$ cat config.mk
export PLATFORM = sky130hd
export DESIGN_NAME = multi_chan_compare_fifo
export DESIGN_NICKNAME = d
export VERILOG_FILES = /design/src/rtl/proc_pkg.sv /design/src/rtl/proc_chan_fifo.sv /design/src/rtl/multi_chan_compare_fifo.sv
export SDC_FILE = /design/constraint.sdc
export NUM_CORES = 1
export LEC_CHECK = 0
export ABC_CLOCK_PERIOD_IN_PS = 7600
export CAP_MARGIN = 20
export CORE_UTILIZATION = 50
export CTS_CLUSTER_DIAMETER = 60
export DETAILED_ROUTE_END_ITERATION = 10
export GPL_TIMING_DRIVEN = 0
export PLACE_DENSITY = 0.67
export SLEW_MARGIN = 20
export SYNTH_ARGS = -nofsm -noshare
export SYNTH_HDL_FRONTEND = slang
export SYNTH_SLANG_ARGS = --single-unit
$ cat constraint.sdc
create_clock -name clk -period 7.6 [get_ports clk]
set_input_delay 1.9 -clock clk [delete_from_list [all_inputs] [get_ports clk]]
set_output_delay 1.9 -clock clk [all_outputs]
set_load 0.05 [all_outputs]
$ cat src/rtl/proc_pkg.sv
// Shared constants for the multi-channel compare FIFO: selection modes and
// default geometry.
package proc_pkg;
    localparam int MODE_MAX     = 0;
    localparam int MODE_MIN     = 1;
    localparam int DEF_DATA_W   = 8;
    localparam int DEF_DEPTH    = 18;
endpackage

$ cat src/rtl/proc_chan_fifo.sv
// Single-channel synchronous FIFO with occupancy count; depth need not be a
// power of two, so both pointers wrap explicitly at DEPTH-1.
module proc_chan_fifo
    import proc_pkg::*;
#(
    parameter int DATA_W = DEF_DATA_W,
    parameter int DEPTH  = DEF_DEPTH,
    parameter int CNT_W  = $clog2(DEPTH + 1)
) (
    input  logic              clk,
    input  logic              rst,
    input  logic              flush,
    input  logic              push,
    input  logic              pop,
    input  logic [DATA_W-1:0] wdata,
    output logic [DATA_W-1:0] rdata,
    output logic [CNT_W-1:0]  level,
    output logic              full,
    output logic              empty
);
    localparam int PTR_W = (DEPTH > 1) ? $clog2(DEPTH) : 1;

    logic [DATA_W-1:0] mem_q [DEPTH];
    logic [PTR_W-1:0]  wr_ptr_q, wr_ptr_d;
    logic [PTR_W-1:0]  rd_ptr_q, rd_ptr_d;
    logic [CNT_W-1:0]  level_q, level_d;
    logic              push_ok;
    logic              pop_ok;

    // Full is judged on the registered level, so a full FIFO refuses a write
    // even when a pop happens in the same cycle.
    assign full    = (level_q == CNT_W'(DEPTH));
    assign empty   = (level_q == '0);
    assign push_ok = push && !full && !flush;
    assign pop_ok  = pop && !empty && !flush;
    assign rdata   = mem_q[rd_ptr_q];
    assign level   = level_q;

    always_comb begin
        wr_ptr_d = wr_ptr_q;
        rd_ptr_d = rd_ptr_q;
        level_d  = level_q;
        if (flush) begin
            wr_ptr_d = '0;
            rd_ptr_d = '0;
            level_d  = '0;
        end else begin
            if (push_ok) begin
                wr_ptr_d = (wr_ptr_q == PTR_W'(DEPTH - 1)) ? '0 : wr_ptr_q + 1'b1;
            end
            if (pop_ok) begin
                rd_ptr_d = (rd_ptr_q == PTR_W'(DEPTH - 1)) ? '0 : rd_ptr_q + 1'b1;
            end
            if (push_ok && !pop_ok) begin
                level_d = level_q + 1'b1;
            end else if (pop_ok && !push_ok) begin
                level_d = level_q - 1'b1;
            end
        end
    end

    always_ff @(posedge clk) begin
        if (rst) begin
            wr_ptr_q <= '0;
            rd_ptr_q <= '0;
            level_q  <= '0;
        end else begin
            wr_ptr_q <= wr_ptr_d;
            rd_ptr_q <= rd_ptr_d;
            level_q  <= level_d;
        end
    end

    always_ff @(posedge clk) begin
        if (push_ok) begin
            mem_q[wr_ptr_q] <= wdata;
        end
    end
endmodule

$ cat src/rtl/multi_chan_compare_fifo.sv
// N-channel lock-step FIFO bank: pops one word from every channel together,
// keeps the greatest (or smallest) and presents it on a registered output.
module multi_chan_compare_fifo
    import proc_pkg::*;
#(
    parameter int NUM_CH = 2,
    parameter int DATA_W = DEF_DATA_W,
    parameter int DEPTH  = DEF_DEPTH,
    parameter int MODE   = MODE_MAX,
    parameter int CH_W   = $clog2(NUM_CH),
    parameter int CNT_W  = $clog2(DEPTH + 1)
) (
    input  logic                     clk,
    input  logic                     rst,
    input  logic                     flush,
    input  logic [NUM_CH-1:0]        in_valid,
    input  logic [NUM_CH*DATA_W-1:0] in_data,
    output logic [NUM_CH-1:0]        in_ready,
    output logic [NUM_CH*CNT_W-1:0]  level,
    output logic [NUM_CH-1:0]        drop_flag,
    input  logic                     clear_drop,
    output logic                     out_valid,
    output logic [DATA_W-1:0]        out_data,
    output logic [CH_W-1:0]          out_ch,
    input  logic                     out_ready
);
    logic [DATA_W-1:0] head [NUM_CH];
    logic [NUM_CH-1:0] full;
    logic [NUM_CH-1:0] empty;
    logic              fire;

    logic [NUM_CH-1:0] drop_flag_q, drop_flag_d;
    logic              out_valid_q, out_valid_d;
    logic [DATA_W-1:0] out_data_q, out_data_d;
    logic [CH_W-1:0]   out_ch_q, out_ch_d;
    logic [DATA_W-1:0] best_data;
    logic [CH_W-1:0]   best_ch;

    for (genvar c = 0; c < NUM_CH; c++) begin : g_ch
        proc_chan_fifo #(
            .DATA_W(DATA_W),
            .DEPTH (DEPTH),
            .CNT_W (CNT_W)
        ) u_fifo (
            .clk  (clk),
            .rst  (rst),
            .flush(flush),
            .push (in_valid[c]),
            .pop  (fire),
            .wdata(in_data[c*DATA_W +: DATA_W]),
            .rdata(head[c]),
            .level(level[c*CNT_W +: CNT_W]),
            .full (full[c]),
            .empty(empty[c])
        );
    end

    assign in_ready = ~full;
    assign fire     = (empty == '0) && (!out_valid_q || out_ready) && !flush;

    // Strict comparison keeps the earlier channel on ties.
    always_comb begin
        best_data = head[0];
        best_ch   = '0;
        for (int c = 1; c < NUM_CH; c++) begin
            if ((MODE == MODE_MIN) ? (head[c] < best_data) : (head[c] > best_data)) begin
                best_data = head[c];
                best_ch   = CH_W'(c);
            end
        end
    end

    always_comb begin
        drop_flag_d = (drop_flag_q & ~{NUM_CH{clear_drop}}) | (in_valid & full);
        out_valid_d = out_valid_q;
        out_data_d  = out_data_q;
        out_ch_d    = out_ch_q;
        if (flush) begin
            out_valid_d = 1'b0;
        end else if (fire) begin
            out_valid_d = 1'b1;
            out_data_d  = best_data;
            out_ch_d    = best_ch;
        end else if (out_ready) begin
            out_valid_d = 1'b0;
        end
    end

    always_ff @(posedge clk) begin
        if (rst) begin
            drop_flag_q <= '0;
            out_valid_q <= 1'b0;
            out_data_q  <= '0;
            out_ch_q    <= '0;
        end else begin
            drop_flag_q <= drop_flag_d;
            out_valid_q <= out_valid_d;
            out_data_q  <= out_data_d;
            out_ch_q    <= out_ch_d;
        end
    end

    assign drop_flag = drop_flag_q;
    assign out_valid = out_valid_q;
    assign out_data  = out_data_q;
    assign out_ch    = out_ch_q;
endmodule

==> summary.md, run 1 <==
| Metric | Value |
|---|---|
| Syn Inst Count | `802` |
| Netlist cell types | `52` |
| Switching pwr | `787 µW` |
| Final worst setup slack | `2.98 ns` |
| IO buf count | `45` |
| Unrepaired setup endpoints after global routing | `false` |
| Drt drc | `0` |
| Most common cell in the netlist | `edfxtp_1` |
| Post-Syn Area | `0.0138 mm²` |
| EDFF count, synth | `288` |
| Die height | `168 µm` |
| HP Class | `reg2reg` |
| Share of cells above drive strength 1 | `15.0%` |
| Largest net degree at the start of global routing | `19` |
| Setup Total Neg Slack | `0 ns` |
| Final Slew Violations | `0` |
| Clk buf depth | `3` |
| Area of the multi-input gates | `0.00385 mm²` |
| Clk sink count | `340` |
| Yosys Warn Count | `0` |
| Kind of critical path | `in2reg` |
| Reg2reg setup slack | `3.89 ns` |
| Terminus of the critical flop-to-flop path | `out_data[0]` |
| Clk pwr share | `42.3%` |
| Via density | `5.78` |
| Cell leakage power | `5.03 nW` |
| Hold Crit Depth | `2` |
| Register area | `0.00969 mm²` |
| Register area share after synthesis | `70.0%` |
| Commonest cells post-synth | `edfxtp_1, nor2_1, dfxtp_1, mux2i_1, mux4_2` |
| Number of global-route vias before repair | `7194` |
| Mapped Avg Cell Area | `17.3 µm²` |
| End of the worst hold path | `out_data[5]` |
| # fillers | `2042` |
| F_max | `216 MHz` |
| Fin nets | `937` |
| Hold buffers post-CTS | `0` |
| Outcome | `finished clean` |
| TritonCTS clock tree | `built` |
| FF+latch count, synth | `340` |
| Gr ovfl total | `0` |
| Worst Reg-to-Reg Cells | `13` |
| Root Driver | `clkbuf_16` |
| Min cycle time layout | `4.62 ns` |
| Worst EP required | `8.04 ns` |
| Data arrival, critical path | `5.06 ns` |
| Row count | `60` |
| DRT iter0 DRCs | `682` |
| CTS clk-pin slew, worst paths | `0.06 ns` |
| Chip Width | `168 µm` |
| Initial Util | `51.2%` |
| Comb power frac | `4.5%` |
| Synth area leader | `edfxtp_1` |
| Sequential Power Share | `53.2%` |
| Initial antenna violation count | `0` |
| Maximum VDD drop | `0.119 mV` |
| Sw frac | `20.5%` |
| Clock Latency Late Sink | `0.51 ns` |
| Power Internal | `3.05 mW` |
| DRT Pass-1 Iters | `5` |
| Slew headroom | `36.7%` |
| Post-CTS setup buffer count | `0` |
| Core footprint | `0.0270 mm²` |
| DIE AREA | `0.0283 mm²` |
| PwrDens | `243 mW/mm²` |
| Total Routed Length | `27600 µm` |
| Synth Net Count | `855` |
| Top-area cell type share of the netlist area | `62.5%` |
| CP max FO | `10` |
| Total CTS buffers | `35` |
| CTS resizes | `0` |
| Placer Congestion | `0.786` |
| Worst Hold Launch | `out_data[5]` |
| Global-route wire length before repair | `42600 µm` |
| Total number of H-tree levels | `2` |
| HPWL Detailed | `18200 µm` |
| Crit path capture type | `flop` |
| WL/cell | `22.1 µm` |
| Final antenna-violating net count | `0` |
| Diodes inserted | `0` |
| Skew final | `0.0130 ns` |
| Vias | `7231` |
| Max-cap viol count | `0` |
| Area grow syn2layout | `14.2%` |
| Worst Tran Pin Value | `0.946 ns` |
| Final Hold Vio Count | `0` |
| Dpl ws | `2.47 ns` |
| Startpoint types | `input pin` |
| Async S/R FF share, synth | `0%` |
| Final setup violation count | `0` |
| Gr usage total | `20.3%` |
| Synth Flop Type | `edfxtp_1` |
| Most area-consuming cells after synthesis | `edfxtp_1, dfxtp_1, mux4_2, mux4_1, mux2i_1` |
| Period Utilization, post-route | `60.8%` |
| IO Pins | `47` |
==> layout make-up <==
cell class,instances,area share (%)
clock buffer,42,5.98
clock inverter,20,0.918
sequential,340,61.3
inverter,14,0.332
buffer,31,1.59
tap,341,2.70
multi-input combinational,417,24.3
timing repair buffer,45,2.85
==> layer usage <==
metal,global-route usage (%),up-vias,part of all wire (%)
met5,0,-,0
met4,6.01,0,2.0
met3,3.55,48,6.7
met2,30.6,226,46
met1,30.4,3621,46
li1,-,3336,-
==> logic make-up (layout without fill, tap and decap cells) <==
logic type | Yosys count | after routing | share of synthesized area, %
AO/OA/AOI/OAI | 90 | 90 | 4.75
XOR/XNOR | 24 | 24 | 1.52
adder cells (fa/ha/maj) | 30 | 30 | 2.82
buffers and inverters | 45 | 152 | 2.20
flip-flops | 340 | 340 | 70.0
multiplexers | 107 | 107 | 13.1
AND/OR/NAND/NOR | 166 | 166 | 5.61
==> worst max path at each step <==
stage,end,startpoint
floorplan,g_ch[1].u_fifo.level[4],out_ready
global placement,g_ch[1].u_fifo.level[4],out_ready
detailed placement,g_ch[1].u_fifo.level[4],flush
CTS,g_ch[1].u_fifo.level[4],out_ready
global route,g_ch[1].u_fifo.level[4],flush
finish,g_ch[1].u_fifo.level[4],flush
==> state kept, by name, indices dropped and copies added, names as in the netlist, named ones only <==
name / count
out_valid: 1
out_data: 8
out_ch: 1
g_ch.u_fifo.level: 10
g_ch.u_fifo.rd_ptr_q: 10
drop_flag: 2
g_ch.u_fifo.mem_q: 288
g_ch.u_fifo.wr_ptr_q: 10
==> placed cells by master, fill, tap and decap left out, types with 10 or more instances in the layout <==
cell	Yosys	final
o21ai_0	17	17
mux4_1	15	15
a221oi_1	15	15
clkdlybuf4s50_1	0	45
nand2_1	34	34
xor2_1	16	16
mux4_2	37	37
mux2i_1	38	38
ha_1	28	28
inv_1	14	14
buf_6	10	10
mux2_2	16	16
clkbuf_16	0	37
nor2_1	82	82
clkbuf_1	9	14
edfxtp_1	288	288
a21oi_1	16	16
dfxtp_1	52	52
==> power groups by stage <==
stage               sequential [mW]  combinational (mW)  clock, mW
floorplan                      2.09              0.0858          0
global placement               2.08               0.170          0
detailed placement             2.08               0.173          0
CTS                            2.04               0.174       1.65
global route                   2.04               0.189       1.73
finish                         2.04               0.172       1.62
==> worst max-delay path: stages <==
cell,delay (ns)
clkdlybuf4s50_1,0.54
nor2b_1,0.15
and3_1,0.15
buf_2,0.21
clkbuf_1,0.44
inv_1,0.10
ha_1,0.23
inv_1,0.15
ha_1,0.29
a21o_1,0.17
a21oi_1,0.19
xnor2_1,0.09
or3_1,0.30
a21oi_1,0.14
==> per-stage QoR <==
stage | util [%] | total power, mW | hold WS (ns) | std cells | area [µm²]
finish | 58.5 | 3.84 | 0.483 | 1250 | 15800
global route | 58.5 | 3.96 | 0.523 | 1250 | 15800
CTS | 58.5 | 3.87 | 0.490 | 1250 | 15800
detailed placement | 54.5 | 2.25 | 0.474 | 1188 | 14700
global placement | 54.5 | 2.25 | 0.475 | 1188 | 14700
floorplan | - | 2.18 | 0.506 | 802 | 13800
Note: power is estimated with default switching activity, not from simulation.
==> inputs of run 2 (changes only) <==
ABC_CLOCK_PERIOD_IN_PS = 4400   (was 7600)
clock period = 4.4 ns   (was 7.6 ns; I/O delays follow)
==> results of run 2 <==
The final DEF is identical to that of run 1. Status: finished clean.
Main changes from that run: setup slack after placement 2.47 ns -> 0.0733 ns; setup slack after layout 2.98 ns -> 0.579 ns; register-to-register setup slack 3.89 ns -> 0.69 ns; total power 3.84 mW -> 6.63 mW; worst IR drop on VDD 0.119 mV -> 0.205 mV
==> inputs of run 3 (changes only) <==
SLEW_MARGIN = 25   (was 20)
==> results of run 3 <==
The final DEF is identical to that of run 1. Status: finished clean.
Main changes from that run: setup slack after placement 2.47 ns -> 0.0733 ns; setup slack after layout 2.98 ns -> 0.579 ns; register-to-register setup slack 3.89 ns -> 0.69 ns; total power 3.84 mW -> 6.63 mW; worst IR drop on VDD 0.119 mV -> 0.205 mV
